--- config.mk ---
export PLATFORM = sky130hd
export DESIGN_NAME = bp_slot_alloc_arbiter
export DESIGN_NICKNAME = d
export VERILOG_FILES = /design/src/rtl/bp_slot_alloc_pkg.sv /design/src/rtl/bp_rr_arb.sv /design/src/rtl/bp_slot_alloc_arbiter.sv
export SDC_FILE = /design/constraint.sdc
export NUM_CORES = 1
export LEC_CHECK = 0
export BUFFER_PORTS_ARGS = -buffer_cell sky130_fd_sc_hd__buf_2
export CORE_UTILIZATION = 55
export DETAILED_ROUTE_END_ITERATION = 12
export GPL_TIMING_DRIVEN = 0
export PLACE_DENSITY = 0.88
export SLEW_MARGIN = 0
export SYNTH_ARGS = -nofsm -noshare
export SYNTH_HDL_FRONTEND = slang
export SYNTH_SLANG_ARGS = --single-unit
export TNS_END_PERCENT = 1
--- constraint.sdc ---
create_clock -name clk -period 8.9 [get_ports clk]
set_clock_uncertainty 0.05 [all_clocks]
set_input_delay 1.78 -clock clk [delete_from_list [all_inputs] [get_ports clk]]
set_output_delay 1.78 -clock clk [all_outputs]
set_load 0.02 [all_outputs]
--- src/rtl/bp_slot_alloc_pkg.sv ---
// bp_slot_alloc_pkg
// Shared width helpers and status bundle for the slot allocation arbiter.
//   lg_els()  : pointer width for a pool of els slots
//   lg_cnt()  : occupancy counter width (must hold els itself)
//   lg_reqs() : requester index width (at least 1 bit)
//   slot_alloc_status_s : count/full/empty bundle for consumers that
//                         prefer a single status word
package bp_slot_alloc_pkg;

    function automatic int lg_els(input int els);
        return (els > 1) ? $clog2(els) : 1;
    endfunction

    function automatic int lg_cnt(input int els);
        return $clog2(els + 1);
    endfunction

    function automatic int lg_reqs(input int reqs);
        return (reqs > 1) ? $clog2(reqs) : 1;
    endfunction

    // Count field is sized for the largest pool we expect to build; consumers
    // zero-extend the arbiter's count_o into it.
    typedef struct packed {
        logic [31:0] count;
        logic        full;
        logic        empty;
    } slot_alloc_status_s;

endpackage

--- src/rtl/bp_rr_arb.sv ---
// bp_rr_arb
// Rotating-priority arbiter: scans reqs starting at index prio, ascending
// modulo reqs_p, and grants the first set request when en is high.
//   reqs      : request vector
//   en        : grant enable (low forces grant_oh = 0)
//   prio      : index that gets first look this cycle (0..reqs_p-1)
//   grant_oh  : one-hot grant, or zero
//   grant_idx : encoded index of the granted requester (0 when none)
module bp_rr_arb
    import bp_slot_alloc_pkg::*;
#(
    parameter  int reqs_p     = 4,
    localparam int lg_reqs_lp = lg_reqs(reqs_p)
) (
    input  logic [reqs_p-1:0]     reqs,
    input  logic                  en,
    input  logic [lg_reqs_lp-1:0] prio,
    output logic [reqs_p-1:0]     grant_oh,
    output logic [lg_reqs_lp-1:0] grant_idx
);

    localparam logic [lg_reqs_lp:0] REQS_EXT = (lg_reqs_lp + 1)'(reqs_p);

    // cand_idx[k] is the requester examined k-th in this cycle's scan order.
    logic [lg_reqs_lp:0]   cand_sum  [reqs_p];
    logic [lg_reqs_lp:0]   cand_wrap [reqs_p];
    logic [lg_reqs_lp-1:0] cand_idx  [reqs_p];
    logic [reqs_p-1:0]     cand_v;
    logic [reqs_p-1:0]     unused_wrap_msb;

    generate
        for (genvar gi = 0; gi < reqs_p; gi++) begin : g_cand
            // prio + gi never exceeds 2*reqs_p-2, so one subtraction wraps it.
            assign cand_sum[gi]        = {1'b0, prio} + (lg_reqs_lp + 1)'(gi);
            assign cand_wrap[gi]       = (cand_sum[gi] >= REQS_EXT) ? (cand_sum[gi] - REQS_EXT)
                                                                    : cand_sum[gi];
            assign cand_idx[gi]        = cand_wrap[gi][lg_reqs_lp-1:0];
            assign unused_wrap_msb[gi] = cand_wrap[gi][lg_reqs_lp];
            assign cand_v[gi]          = reqs[cand_idx[gi]];
        end
    endgenerate

    always_comb begin
        logic found;
        found     = 1'b0;
        grant_oh  = '0;
        grant_idx = '0;
        for (int k = 0; k < reqs_p; k++) begin
            if (en && !found && cand_v[k]) begin
                found               = 1'b1;
                grant_idx           = cand_idx[k];
                grant_oh[cand_idx[k]] = 1'b1;
            end
        end
    end

endmodule

--- src/rtl/bp_slot_alloc_arbiter.sv ---
// bp_slot_alloc_arbiter
// Round-robin allocation controller for a circular slot pool. Each cycle at
// most one requester is granted the slot under the write pointer; dequeues
// release the oldest slot at the read pointer.
//   clk      : clock
//   reset_i  : asynchronous active-high reset
//   v_i      : per-requester allocation request
//   grant_o  : one-hot grant (combinational, zero-cycle latency)
//   slot_o   : slot index handed to the granted requester (write pointer)
//   deq_v_i  : release the slot at the read pointer (ignored when empty)
//   rptr_o   : oldest allocated slot
//   count_o  : number of allocated slots
//   full_o   : count_o == els_p
//   empty_o  : count_o == 0
module bp_slot_alloc_arbiter
    import bp_slot_alloc_pkg::*;
#(
    parameter  int els_p      = 64,
    parameter  int reqs_p     = 4,
    localparam int lg_els_lp  = lg_els(els_p),
    localparam int lg_cnt_lp  = lg_cnt(els_p),
    localparam int lg_reqs_lp = lg_reqs(reqs_p)
) (
    input  logic                 clk,
    input  logic                 reset_i,
    input  logic [reqs_p-1:0]    v_i,
    output logic [reqs_p-1:0]    grant_o,
    output logic [lg_els_lp-1:0] slot_o,
    input  logic                 deq_v_i,
    output logic [lg_els_lp-1:0] rptr_o,
    output logic [lg_cnt_lp-1:0] count_o,
    output logic                 full_o,
    output logic                 empty_o
);

    localparam logic [lg_els_lp:0]  ELS_LAST  = (lg_els_lp + 1)'(els_p - 1);
    localparam logic [lg_cnt_lp-1:0] CNT_FULL = lg_cnt_lp'(els_p);
    localparam logic [lg_reqs_lp-1:0] REQ_LAST = lg_reqs_lp'(reqs_p - 1);

    logic [lg_els_lp-1:0]  wptr_reg,  wptr_next;
    logic [lg_els_lp-1:0]  rptr_reg,  rptr_next;
    logic [lg_cnt_lp-1:0]  count_reg, count_next;
    logic [lg_reqs_lp-1:0] prio_reg,  prio_next;
    logic [lg_reqs_lp-1:0] grant_idx;
    logic                  grant_any;
    logic                  deq_eff;

    // Pointer increment done one bit wider and wrapped on an explicit compare,
    // so non-power-of-two pools wrap at els_p-1 rather than at 2**lg_els_lp.
    function automatic logic [lg_els_lp-1:0] ptr_inc(input logic [lg_els_lp-1:0] p);
        logic [lg_els_lp:0] ext;
        ext = {1'b0, p};
        if (ext == ELS_LAST) begin
            return '0;
        end
        ext = ext + (lg_els_lp + 1)'(1);
        return ext[lg_els_lp-1:0];
    endfunction

    assign full_o  = (count_reg == CNT_FULL);
    assign empty_o = (count_reg == '0);
    assign count_o = count_reg;
    assign rptr_o  = rptr_reg;
    assign slot_o  = wptr_reg;

    // A full pool blocks grants even if a dequeue lands this cycle: the freed
    // slot only becomes visible through count_reg next cycle.
    bp_rr_arb #(
        .reqs_p (reqs_p)
    ) u_arb (
        .reqs      (v_i),
        .en        (~full_o),
        .prio      (prio_reg),
        .grant_oh  (grant_o),
        .grant_idx (grant_idx)
    );

    assign grant_any = |grant_o;
    assign deq_eff   = deq_v_i & ~empty_o;

    always_comb begin
        wptr_next  = wptr_reg;
        rptr_next  = rptr_reg;
        prio_next  = prio_reg;
        count_next = count_reg;

        if (grant_any) begin
            wptr_next = ptr_inc(wptr_reg);
            prio_next = (grant_idx == REQ_LAST) ? '0 : grant_idx + lg_reqs_lp'(1);
        end

        if (deq_eff) begin
            rptr_next = ptr_inc(rptr_reg);
        end

        case ({grant_any, deq_eff})
            2'b10:   count_next = count_reg + lg_cnt_lp'(1);
            2'b01:   count_next = count_reg - lg_cnt_lp'(1);
            default: count_next = count_reg;
        endcase
    end

    always_ff @(posedge clk or posedge reset_i) begin
        if (reset_i) begin
            wptr_reg  <= '0;
            rptr_reg  <= '0;
            count_reg <= '0;
            prio_reg  <= '0;
        end else begin
            wptr_reg  <= wptr_next;
            rptr_reg  <= rptr_next;
            count_reg <= count_next;
            prio_reg  <= prio_next;
        end
    end

endmodule
; Word-level counts from Yosys, hierarchy flattened
; Index checks and enable logic that the tools add are counted.
; Widths: inputs -> output; s select.
[op_classes]
addsub = 12
order_cmp = 12
n_eq_ne = 6
n_mux = 41
bitwise = 6
reduce_logical = 17
[ops]
columns = operator, count
row1 = $mux 6, 4
row2 = $mux 2, 9
row3 = $mux 4, 4
row4 = $mux 1, 15
row5 = $pmux 7 s2, 1
row6 = $add 6x1->6 const B, 2
row7 = $eq 6x6->1 const B, 2
row8 = $lt 2x3->1 const B, 4
row9 = $or 4x4->4, 3
row10 = $logic_and 1x1->1, 11
row11 = $ge 3x3->1 const B, 3
row12 = $bmux 1 s2, 4
row13 = $demux 1 s2, 4
row14 = $ge 2x1->1 const B, 4
row15 = $sub 2x1->2 const B, 4
row16 = $add 7x1->7 const B, 1
row17 = $eq 7x7->1 const B, 1
row18 = $logic_not 7->1, 1
row19 = $sub 7x1->7 const B, 1
row20 = $add 2x2->3 const B, 2
row21 = $eq 2x2->1 const B, 2
row22 = $reduce_or 4->1, 1
row23 = $add 2x1->3 const B, 1
row24 = $ge 2x3->1 const B, 1
row25 = 6 further kinds, 9
[totals]
regBits = 21
in_bits = 7

; Longest topological paths before layout
; Gate-level depths: netlist (run 1).
[logic_depth]
depth_word = 21
ltp_mapped = 18
mapped_depth_nobuf = 15

; Hierarchy
; A second synthesis (run 1) with hierarchy kept.
[hier_totals]
cells_unflattened = 195
area_unflattened_um2 = 1805.5
[modules_own_cells]
columns = module, instances, cells_each, area_each_um2
row1 = bp_slot_alloc_arbiter, 1, 126, 1242.4
row2 = bp_rr_arb, 1, 69, 563.0

; Least setup slack after synthesis (run 1)
; No wires, ideal clock.
[synth_path]
path_kind = input -> register
from = in v_i[2]
to = reg count_reg[6], in the netlist count_o[6]
setup_ns = 0.123
arrival_time_ns = 5.242
required_ns = 8.727
slack_ns = 3.486
path_stages = 14
cell_sequence = mux4_2 > nor4_1 > a221o_1 > nor4_4 > buf_6 > ha_1 > fa_1 > a21o_1 > a21oi_1 > o21bai_1 > a21oi_1 > xor2_1 > nor2_1 > xnor2_1
[synth_via]
elab_chain_len = 19
elab_cells_between_ends = 33
[synth_rtl]
columns = item, line_no
row1 = from (decl), bp_slot_alloc_arbiter.sv:26  ; input logic [reqs_p-1:0] v_i,
row2 = $bmux 1 s2, bp_rr_arb.sv:39  ; assign cand_v[gi] = reqs[cand_idx[gi]];
row3 = $mux 1 (not written as such), bp_rr_arb.sv:39
row4 = $logic_and 1x1->1, bp_rr_arb.sv:49  ; if (en && !found && cand_v[k]) begin
row5 = $mux 1, bp_rr_arb.sv:49
row6 = $logic_not 1->1, bp_rr_arb.sv:49
row7 = $logic_and 1x1->1 (2 in a row), bp_rr_arb.sv:49
row8 = $mux 1, bp_rr_arb.sv:49
row9 = $logic_not 1->1, bp_rr_arb.sv:49
row10 = $logic_and 1x1->1 (2 in a row), bp_rr_arb.sv:49
row11 = $mux 1, bp_rr_arb.sv:49
row12 = $logic_not 1->1, bp_rr_arb.sv:49
row13 = $logic_and 1x1->1 (2 in a row), bp_rr_arb.sv:49
row14 = $mux 4 (*), bp_rr_arb.sv:49
row15 = via grant_o[3], bp_slot_alloc_arbiter.sv:27  ; output logic [reqs_p-1:0] grant_o,
row16 = $reduce_or 4->1 (*), bp_slot_alloc_arbiter.sv:78  ; assign grant_any = |grant_o;
row17 = $eq 2x1->1 / $eq 2x2->1 (equally long branches), bp_slot_alloc_arbiter.sv:96  ; case ({grant_any, deq_eff})
row18 = $pmux 7 s2 / $reduce_bool 2->1 (equally long branches), --
row19 = to (signal assigned), bp_slot_alloc_arbiter.sv:112  ; count_reg <= count_next;
row20 = to (decl), bp_slot_alloc_arbiter.sv:42  ; logic [lg_cnt_lp-1:0] count_reg, count_next;
; The timed path passes the listed nets; every way through them passes the cells marked *. The select of a mux whose other input is x is not followed.
; A chain may end at the register's enable or synchronous reset.

; Final worst setup path (run 1)
[layout_path]
from = in v_i[2]
to = out grant_o[3]
[layout_via]
elab_chain_len = 16
elab_cells_between_ends = 28
[layout_rtl]
columns = item, line_no
row1 = $bmux 1 s2, bp_rr_arb.sv:39
row2 = $mux 1 (not written as such), bp_rr_arb.sv:39
row3 = $logic_and 1x1->1, bp_rr_arb.sv:49
row4 = $mux 1, bp_rr_arb.sv:49
row5 = $logic_not 1->1, bp_rr_arb.sv:49
row6 = $logic_and 1x1->1 (2 in a row), bp_rr_arb.sv:49
row7 = $mux 1, bp_rr_arb.sv:49
row8 = $logic_not 1->1, bp_rr_arb.sv:49
row9 = $logic_and 1x1->1 (2 in a row), bp_rr_arb.sv:49
row10 = $mux 1, bp_rr_arb.sv:49
row11 = $logic_not 1->1, bp_rr_arb.sv:49
row12 = $logic_and 1x1->1 (2 in a row), bp_rr_arb.sv:49
row13 = $mux 4 (*), bp_rr_arb.sv:49
row14 = to (decl), bp_slot_alloc_arbiter.sv:27
; Every way passes the cells marked *; elsewhere a longest branch is shown, timed or not. The select of a mux whose other input is x is not followed.

==> flow_metrics.tcl, run 1 <==
set metrics [dict create \
    outcome "complete, no violations" \
    synth_area_per_cell_sq_um 10.4 \
    row_count 18 \
    vias 1322 \
    slew_headroom 0.377 \
    use_met2 0.484 \
    cp-end-kind "output port" \
    crit_top_cell "buf_2" \
    drt_pass1_iterations 4 \
    cts_hold_buf 0 \
    cap_violations 0 \
    holdCritPathClass "reg -> reg" \
    start_util 0.599 \
    dieHeight_microns 54.9 \
    grt_remaining_overflow 0 \
    portBuffers 31 \
    tightestPinTransition_ns 0.926 \
    cts_made_buffers 3 \
    largest_reg_flops 7 \
    cts_root_buffer "clkbuf_4" \
    grtUsageTotal 0.255 \
    cts_tree "yes" \
    busiest_layer "met2" \
    antenna_found_initial 0 \
    htreeDepth 1 \
    worst-setup-path-type "in -> out" \
    yosysTopAreaCellShare 0.342 \
    cts_resized 0 \
    cts.sink_count 21 \
    wirelength_microns 3380 \
    die_w_microns 54.9 \
    yosys_warnings 0 \
    post_cts_buffers 0 \
    netlist_instances 148 \
    avgViaCountPerCell 6.21 \
    grt_pass1_wl_microns 5380 \
    drc 0 \
    cp_slowest_cell "nor4_1" \
    grt_max_degree 22 \
    fin_crit_ns 5.67 \
    syn_area_sq_mm 0.00154 \
    gp_congestion 0.750 \
    synthTopCellsByArea "dfrtp_1, ha_1, xnor2_1" \
    core-area_sq_mm 0.00257 \
    hpwl_microns 2490 \
    path_max_fanout 9 \
    period_share 0.638 \
    grt_util_met1 0.278 \
    cp.required_ns 7.07 \
    die_area_sq_mm 0.00301 \
    fin_nets 207 \
    yosysUniqueCellTypes 38 \
    clk_latency_ns 0.31 \
    syn_to_final_growth_pct 14.3 \
    max_stage_delay_ns 0.84 \
    maxSlewViolCount 0 \
    setup_violations 0 \
    grt_pass1_vias 1300 \
    antenna_cells 0 \
    synth_fp_nets 171 \
    drt_iter0_markers 24 \
    grt_util_met3 0.0528 \
    cts.path.max_buffers 2 \
    synth.yosys.seq_area_share 0.342 \
    crit_arrival_ns 3.84 \
    ys.flop_type "dfrtp_1" \
    tns_ns 0 \
    wl_per_cell_microns 15.9 \
    synth_edf_count 0 \
    io_pins 32 \
    max_freq_mhz 176 \
    hold_violations 0 \
    detail-route-antenna-nets 0 \
    yosysTopAreaCell "dfrtp_1" \
    worstSetupStartpointType "input port" \
    synth-seq-cells 21 \
    rsz0062_at_grt "false" \
    async_flop_share 1.00 \
    drive_gt1_frac 0.268 \
    fill_cells 202 \
    crit_chain "buf_2 > mux4_2 > nor4_1 > a221o_1 > buf_2" \
    cts.clk_slew.worst_paths_ns 0.12 \
]
[area by class of cell]
class | count | area [sq um] | area share
multi-input cells | 114 | 955 | 0.543
flip-flops and latches | 21 | 526 | 0.299
repair buffers | 31 | 155 | 0.0883
well taps | 30 | 37.5 | 0.0214
inverters | 8 | 30.0 | 0.0171
plain buffers | 5 | 27.5 | 0.0157
clock buffers | 3 | 22.5 | 0.0128
clock inverters | 1 | 5.00 | 0.00285
[final timing paths]
check	depth (start not counted)	end	slack, ns	startpoint
max	5	grant_o[3]	3.23	v_i[2]
min	1	slot_o[5]	0.47	slot_o[5]
max reg2reg	17	count_o[6]	3.63	flip-flop
min reg2reg	1	slot_o[5]	0.47	slot_o[5]
max in group asynchronous	2	rptr_o[1]	6.77	reset_i
min in group asynchronous	2	rptr_o[5]	1.54	reset_i
[critical path, delay by kind of cell]
| family | cells | cell delay [ns] |
|---|---|---|
| AOI/OAI and AO/OA | 1 | 0.35 |
| buffers and inverters | 2 | 0.31 |
| muxes | 1 | 0.57 |
| and+or+nand+nor | 1 | 0.84 |
[per-layer routing]
metal  wire length [microns]  up-vias
li1                        -      627
met1                    1420      650
met2                    1810       39
met3                     115        6
met4                      40        0
met5                       0        -
[cell families (layout without fill, tap and decap cells)]
kind of cell / Yosys count / count (layout) / share of synthesized area
buffers and inverters: 13 / 48 / 0.0374
adder cells (fa/ha/maj): 16 / 16 / 0.135
flip-flops: 21 / 21 / 0.342
AO/OA/AOI/OAI: 40 / 40 / 0.185
multiplexers: 10 / 10 / 0.0944
XOR/XNOR: 13 / 13 / 0.0740
AND/OR/NAND/NOR: 35 / 35 / 0.133
[synth_stat cells (2+ instances only)]
| master | n |
|---|---|
| xor2_1 | 3 |
| ha_1 | 15 |
| a21o_1 | 3 |
| o21bai_1 | 2 |
| xnor2_1 | 10 |
| a21oi_1 | 7 |
| nand4_1 | 2 |
| mux2_2 | 6 |
| a31oi_1 | 2 |
| dfrtp_1 | 21 |
| nor2_1 | 7 |
| o31ai_1 | 3 |
| inv_1 | 8 |
| nand2_1 | 9 |
| mux4_2 | 3 |
| a221o_1 | 4 |
| nand2b_1 | 2 |
| clkbuf_1 | 3 |
| and4b_1 | 2 |
| nand3_1 | 3 |
| a32o_1 | 4 |
| o21ai_0 | 10 |
| and3_1 | 4 |
[stage by stage]
stage | std cells | utilization | instance area (sq um) | hold slack [ns] | setup slack, ns
after floorplan | 148 | - | 1540 | 0.550 | 3.49
after global placement | 209 | 0.674 | 1730 | 0.433 | 3.20
after detailed placement | 209 | 0.674 | 1730 | 0.452 | 3.00
after CTS | 213 | 0.685 | 1760 | 0.474 | 3.24
after global routing | 213 | 0.685 | 1760 | 0.502 | 2.96
final | 213 | 0.685 | 1760 | 0.471 | 3.23
[placed cells by master (no fill, tap or decap), types with 6 or more instances in the layout]
cell type  instances
a21oi_1            7
buf_2             32
dfrtp_1           21
ha_1              15
inv_1              8
mux2_2             6
nand2_1            9
nor2_1             7
o21ai_0           10
xnor2_1           10
Power of run 1 is not shown: default switching activity piles up to over one toggle a cycle in this logic, so the estimate is an artifact.
==> run 2: changes to the inputs <==
--- a/config.mk
+++ b/config.mk
@@ -6,10 +6,10 @@
 export NUM_CORES = 1
 export LEC_CHECK = 0
 export BUFFER_PORTS_ARGS = -buffer_cell sky130_fd_sc_hd__buf_2
-export CORE_UTILIZATION = 55
+export CORE_UTILIZATION = 54
 export DETAILED_ROUTE_END_ITERATION = 12
 export GPL_TIMING_DRIVEN = 0
-export PLACE_DENSITY = 0.88
+export PLACE_DENSITY = 0.87
 export SLEW_MARGIN = 0
 export SYNTH_ARGS = -nofsm -noshare
 export SYNTH_HDL_FRONTEND = slang
==> constraint.sdc (replaced) <==
create_clock -name clk -period 5.9 [get_ports clk]
set_clock_uncertainty 0.05 [all_clocks]
set_input_delay 1.18 -clock clk [delete_from_list [all_inputs] [get_ports clk]]
set_output_delay 1.18 -clock clk [all_outputs]
set_load 0.02 [all_outputs]
==> run 2 against run 1 <==
Against the previous run:
- register-to-register slack got worse by 3.0 ns
- utilization down 0.60 points
- first-iteration DRC count increased to 2.5 times the previous value
- sequential cell count unchanged
- critical path depth is 12 higher
- cell count is the same
- highest routed layer unchanged
- non-clock buffer count is the same
- critical path type is now reg -> reg
==> flow_metrics.tcl, run 2 (synthesis results as in run 1) <==
set metrics [dict create \
    hpwl_microns 2410 \
    cap_violations 0 \
    mostFrequentLayoutCells "buf_2, dfrtp_1, ha_1, xnor2_1, o21ai_0" \
    cp_slowest_cell "nor4_1" \
    worst-setup-path-type "reg -> reg" \
    max_freq_mhz 189 \
    clk_latency_ns 0.30 \
    tightestPinTransition_ns 0.950 \
    dieHeight_microns 55.4 \
    io_pins 32 \
    rsz0062_at_grt "false" \
    holdCritPathClass "reg -> reg" \
    row_count 18 \
    die_area_sq_mm 0.00307 \
    core-area_sq_mm 0.00259 \
    cp.required_ns 6.05 \
    period_share 0.898 \
    outcome "complete, no violations" \
    antenna_found_initial 0 \
    r2r_slack_ns 0.60 \
    wirelength_microns 3190 \
    path_max_fanout 10 \
    final_common_cell "buf_2" \
    cts_made_buffers 3 \
    cts_resized 0 \
    avgViaCountPerCell 6.14 \
    wl_per_cell_microns 15.0 \
    crit_arrival_ns 5.45 \
    maxSlewViolCount 0 \
    cts_tree "yes" \
    drt_pass1_iterations 4 \
    drt_iter0_markers 60 \
    cts_hold_buf 0 \
    gp_congestion 0.807 \
    die_w_microns 55.4 \
    detail-route-antenna-nets 0 \
    grt_pass1_wl_microns 5180 \
    largest_reg_flops 7 \
    cts.clk_slew.worst_paths_ns 0.12 \
    start_util 0.594 \
    setup_violations 0 \
    htreeDepth 1 \
    cts_root_buffer "clkbuf_4" \
    antenna_cells 0 \
    cts.path.max_buffers 2 \
    hold_violations 0 \
    cp-end-kind "flip-flop" \
    fin_crit_ns 5.30 \
    critPathBufInv 3 \
    cts.sink_count 21 \
    grt_remaining_overflow 0 \
    post_cts_buffers 0 \
    grt_pass1_vias 1225 \
    drc 0 \
    slew_headroom 0.361 \
    grt_max_degree 22 \
    tns_ns 0 \
    worstSetupStartpointType "flip-flop" \
    vias 1308 \
    fin_nets 207 \
    cpLargestDelayFamily "adder cells" \
    crit_chain "buf_2 > inv_1 > ha_1 > mux4_2 > nor4_1 > a221o_1 > nor4_4 > buf_6 > ha_1 > fa_1 > a21o_1 > a21oi_1 > o21bai_1 > a21oi_1 > xor2_1 > nor2_1 > xnor2_1" \
    drive_gt1_frac 0.268 \
    grtUsageTotal 0.211 \
    syn_to_final_growth_pct 14.3 \
    max_stage_delay_ns 0.86 \
    portBuffers 31 \
]
run 2: cell type report:
cell class              count  area [sq um]
inverters                   8          30.0
repair buffers             31           155
fillers                   183           832
clock inverters             1          5.00
plain buffers               5          27.5
well taps                  30          37.5
clock buffers               3          22.5
flip-flops and latches     21           526
multi-input cells         114           955
run 2: worst reg2reg max path, cell delays in order, from the launching register on:
cell and delay (ns):
dfrtp_1 0.45, buf_2 0.25, inv_1 0.13, ha_1 0.40
mux4_2 0.63, nor4_1 0.86, a221o_1 0.34, nor4_4 0.08
buf_6 0.14, ha_1 0.32, fa_1 0.45, a21o_1 0.19
a21oi_1 0.23, o21bai_1 0.11, a21oi_1 0.19, xor2_1 0.17
nor2_1 0.07, xnor2_1 0.15
run 2: through the flow:
stage               utilization  hold slack (ns)  area (sq um)  instances  setup slack [ns]
finish                    0.679            0.454          1760        213             0.604
global route              0.679            0.469          1760        213             0.350
CTS                       0.679            0.458          1760        213             0.629
detailed placement        0.668            0.436          1730        209             0.612
global placement          0.668            0.431          1730        209             0.801
floorplan                     -            0.550          1540        148              1.09
run 2: worst paths after layout:
kind	startpoint	endpoint	depth (start not counted)
max in group asynchronous	reset_i	count_o[4]	2
worst min register to register	slot_o[5]	slot_o[5]	1
worst max-delay path	flip-flop	count_o[6]	17
min in group asynchronous	reset_i	rptr_o[1]	2
worst min-delay path	slot_o[5]	slot_o[5]	1
worst max register to register	flip-flop	count_o[6]	17
run 2: layer usage:
metal | GRT usage | up-vias | part of all wire
met1 | 0.249 | 640 | 0.43
met2 | 0.370 | 42 | 0.51
met5 | 0 | - | 0
met3 | 0.0609 | 2 | 0.051
met4 | 0.0607 | 0 | 0.0044
li1 | - | 624 | -
Power of run 2 is left out for the same reason.
==> run 3: changes to the inputs <==
==> constraint.sdc (replaced) <==
create_clock -name clk -period 5.25 [get_ports clk]
set_clock_uncertainty 0.05 [all_clocks]
set_input_delay 1.05 -clock clk [delete_from_list [all_inputs] [get_ports clk]]
set_output_delay 1.05 -clock clk [all_outputs]
set_load 0.02 [all_outputs]
==> run 3 against run 2 <==
Against the previous run:
- non-clock buffer count unchanged
- via count is 0.92% higher
- register-to-register slack worse by 0.27 ns
- worst setup slack worse by 0.27 ns
- sequential share of layout area fell by 0.15 points
==> flow_metrics.tcl, run 3 (synthesis results as in run 1) <==
set metrics [dict create \
    htreeDepth 1 \
    antenna_found_initial 0 \
    tns_ns 0 \
    cp-end-kind "flip-flop" \
    row_count 18 \
    fin_crit_ns 4.92 \
    portBuffers 31 \
    multi_input_area_sq_um 963 \
    cts_made_buffers 3 \
    cts_root_buffer "clkbuf_4" \
    setup_violations 0 \
    holdCritPathClass "reg -> reg" \
    vias 1320 \
    avgViaCountPerCell 6.20 \
    cp.required_ns 5.40 \
    detail-route-antenna-nets 0 \
    final_common_cell "buf_2" \
    maxSlewViolCount 0 \
    start_util 0.594 \
    cts_hold_buf 0 \
    cts.clk_slew.worst_paths_ns 0.12 \
    path_max_fanout 10 \
    worstSetupStartpointType "flip-flop" \
    syn_to_final_growth_pct 14.9 \
    fin_nets 207 \
    hpwl_microns 2410 \
    rsz0062_at_grt "false" \
    grt_remaining_overflow 0 \
    seq_area_sq_um 526 \
    clk_latency_ns 0.30 \
    core-area_sq_mm 0.00259 \
    slew_headroom 0.463 \
    worst-setup-path-type "reg -> reg" \
    drive_gt1_frac 0.279 \
    wirelength_microns 3190 \
    cap_violations 0 \
    grt_pass1_wl_microns 5220 \
    largest_reg_flops 7 \
    io_pins 32 \
    mostFrequentLayoutCells "buf_2, dfrtp_1, ha_1, xnor2_1, o21ai_0" \
    die_w_microns 55.4 \
    drt_iter0_markers 56 \
    die_area_sq_mm 0.00307 \
    hold_start "slot_o[5]" \
    cts.sink_count 21 \
    crit_arrival_ns 5.07 \
    max_freq_mhz 203 \
    grtUsageTotal 0.212 \
    hold_violations 0 \
    outcome "complete, no violations" \
    tightestPinTransition_ns 0.804 \
    wl_per_cell_microns 15.0 \
    cts_tree "yes" \
    cts.path.max_buffers 2 \
    drc 0 \
    antenna_cells 0 \
    gp_congestion 0.807 \
    period_share 0.937 \
    drt_pass1_iterations 4 \
    grt_pass1_vias 1206 \
    dieHeight_microns 55.4 \
    fill_cells 182 \
    grt_max_degree 22 \
]
[run 3: cell counts in the layout (fill, tap and decap cells not counted)]
No cell type changed its count.
[run 3: path summary, 6_finish.rpt]
kind / slack [ns] / cells after the start / end
min in group asynchronous: 0.82 / 2 / rptr_o[4]
setup / recovery: 0.33 / 17 / count_o[6]
hold / removal: 0.45 / 1 / slot_o[5]
max in group asynchronous: 3.83 / 2 / slot_o[2]
hold reg to reg: 0.45 / 1 / slot_o[5]
setup reg to reg: 0.33 / 17 / count_o[6]
[run 3: area by class of cell]
class,instances,area share
flip-flops and latches,21,0.297
inverters,8,0.0170
multi-input cells,114,0.545
well taps,30,0.0212
clock buffers,3,0.0127
repair buffers,31,0.0878
plain buffers,5,0.0156
clock inverters,1,0.00283
[run 3: worst max-delay path, cell delays in order (launching register included)]
cell and delay, ns:
dfrtp_1 0.45, buf_2 0.25, inv_1 0.13, ha_1 0.40, mux4_2 0.64, nor4_2 0.61
a221o_1 0.31, nor4_4 0.08, buf_6 0.14, ha_2 0.25, fa_1 0.42, a21o_1 0.19
a21oi_1 0.23, o21bai_1 0.11, a21oi_1 0.19, xor2_1 0.17, nor2_1 0.07, xnor2_1 0.15
[run 3: metal layers]
layer / vias up / track usage / wire length [microns]
li1: 624 / - / -
met1: 660 / 0.253 / 1400
met2: 34 / 0.375 / 1640
met3: 2 / 0.0609 / 134
met4: 0 / 0.0464 / 14
met5: - / 0 / 0
[run 3: per-stage QoR]
step / hold slack [ns] / cell area (sq um) / util / worst slack [ns] / cells
final: 0.455 / 1770 / 0.682 / 0.332 / 213
after detailed placement: 0.436 / 1730 / 0.668 / 0.0256 / 209
after CTS: 0.458 / 1760 / 0.681 / 0.244 / 213
after global routing: 0.469 / 1770 / 0.682 / 0.0960 / 213
after global placement: 0.431 / 1730 / 0.668 / 0.255 / 209
after floorplan: 0.550 / 1540 / - / 0.511 / 148
[run 3: timing repair]
action	CTS	global route
buffers inserted	0	0
endpoints found under the setup margin	1	1
resized for setup	1	1
Power of run 3 is left out for the same reason.
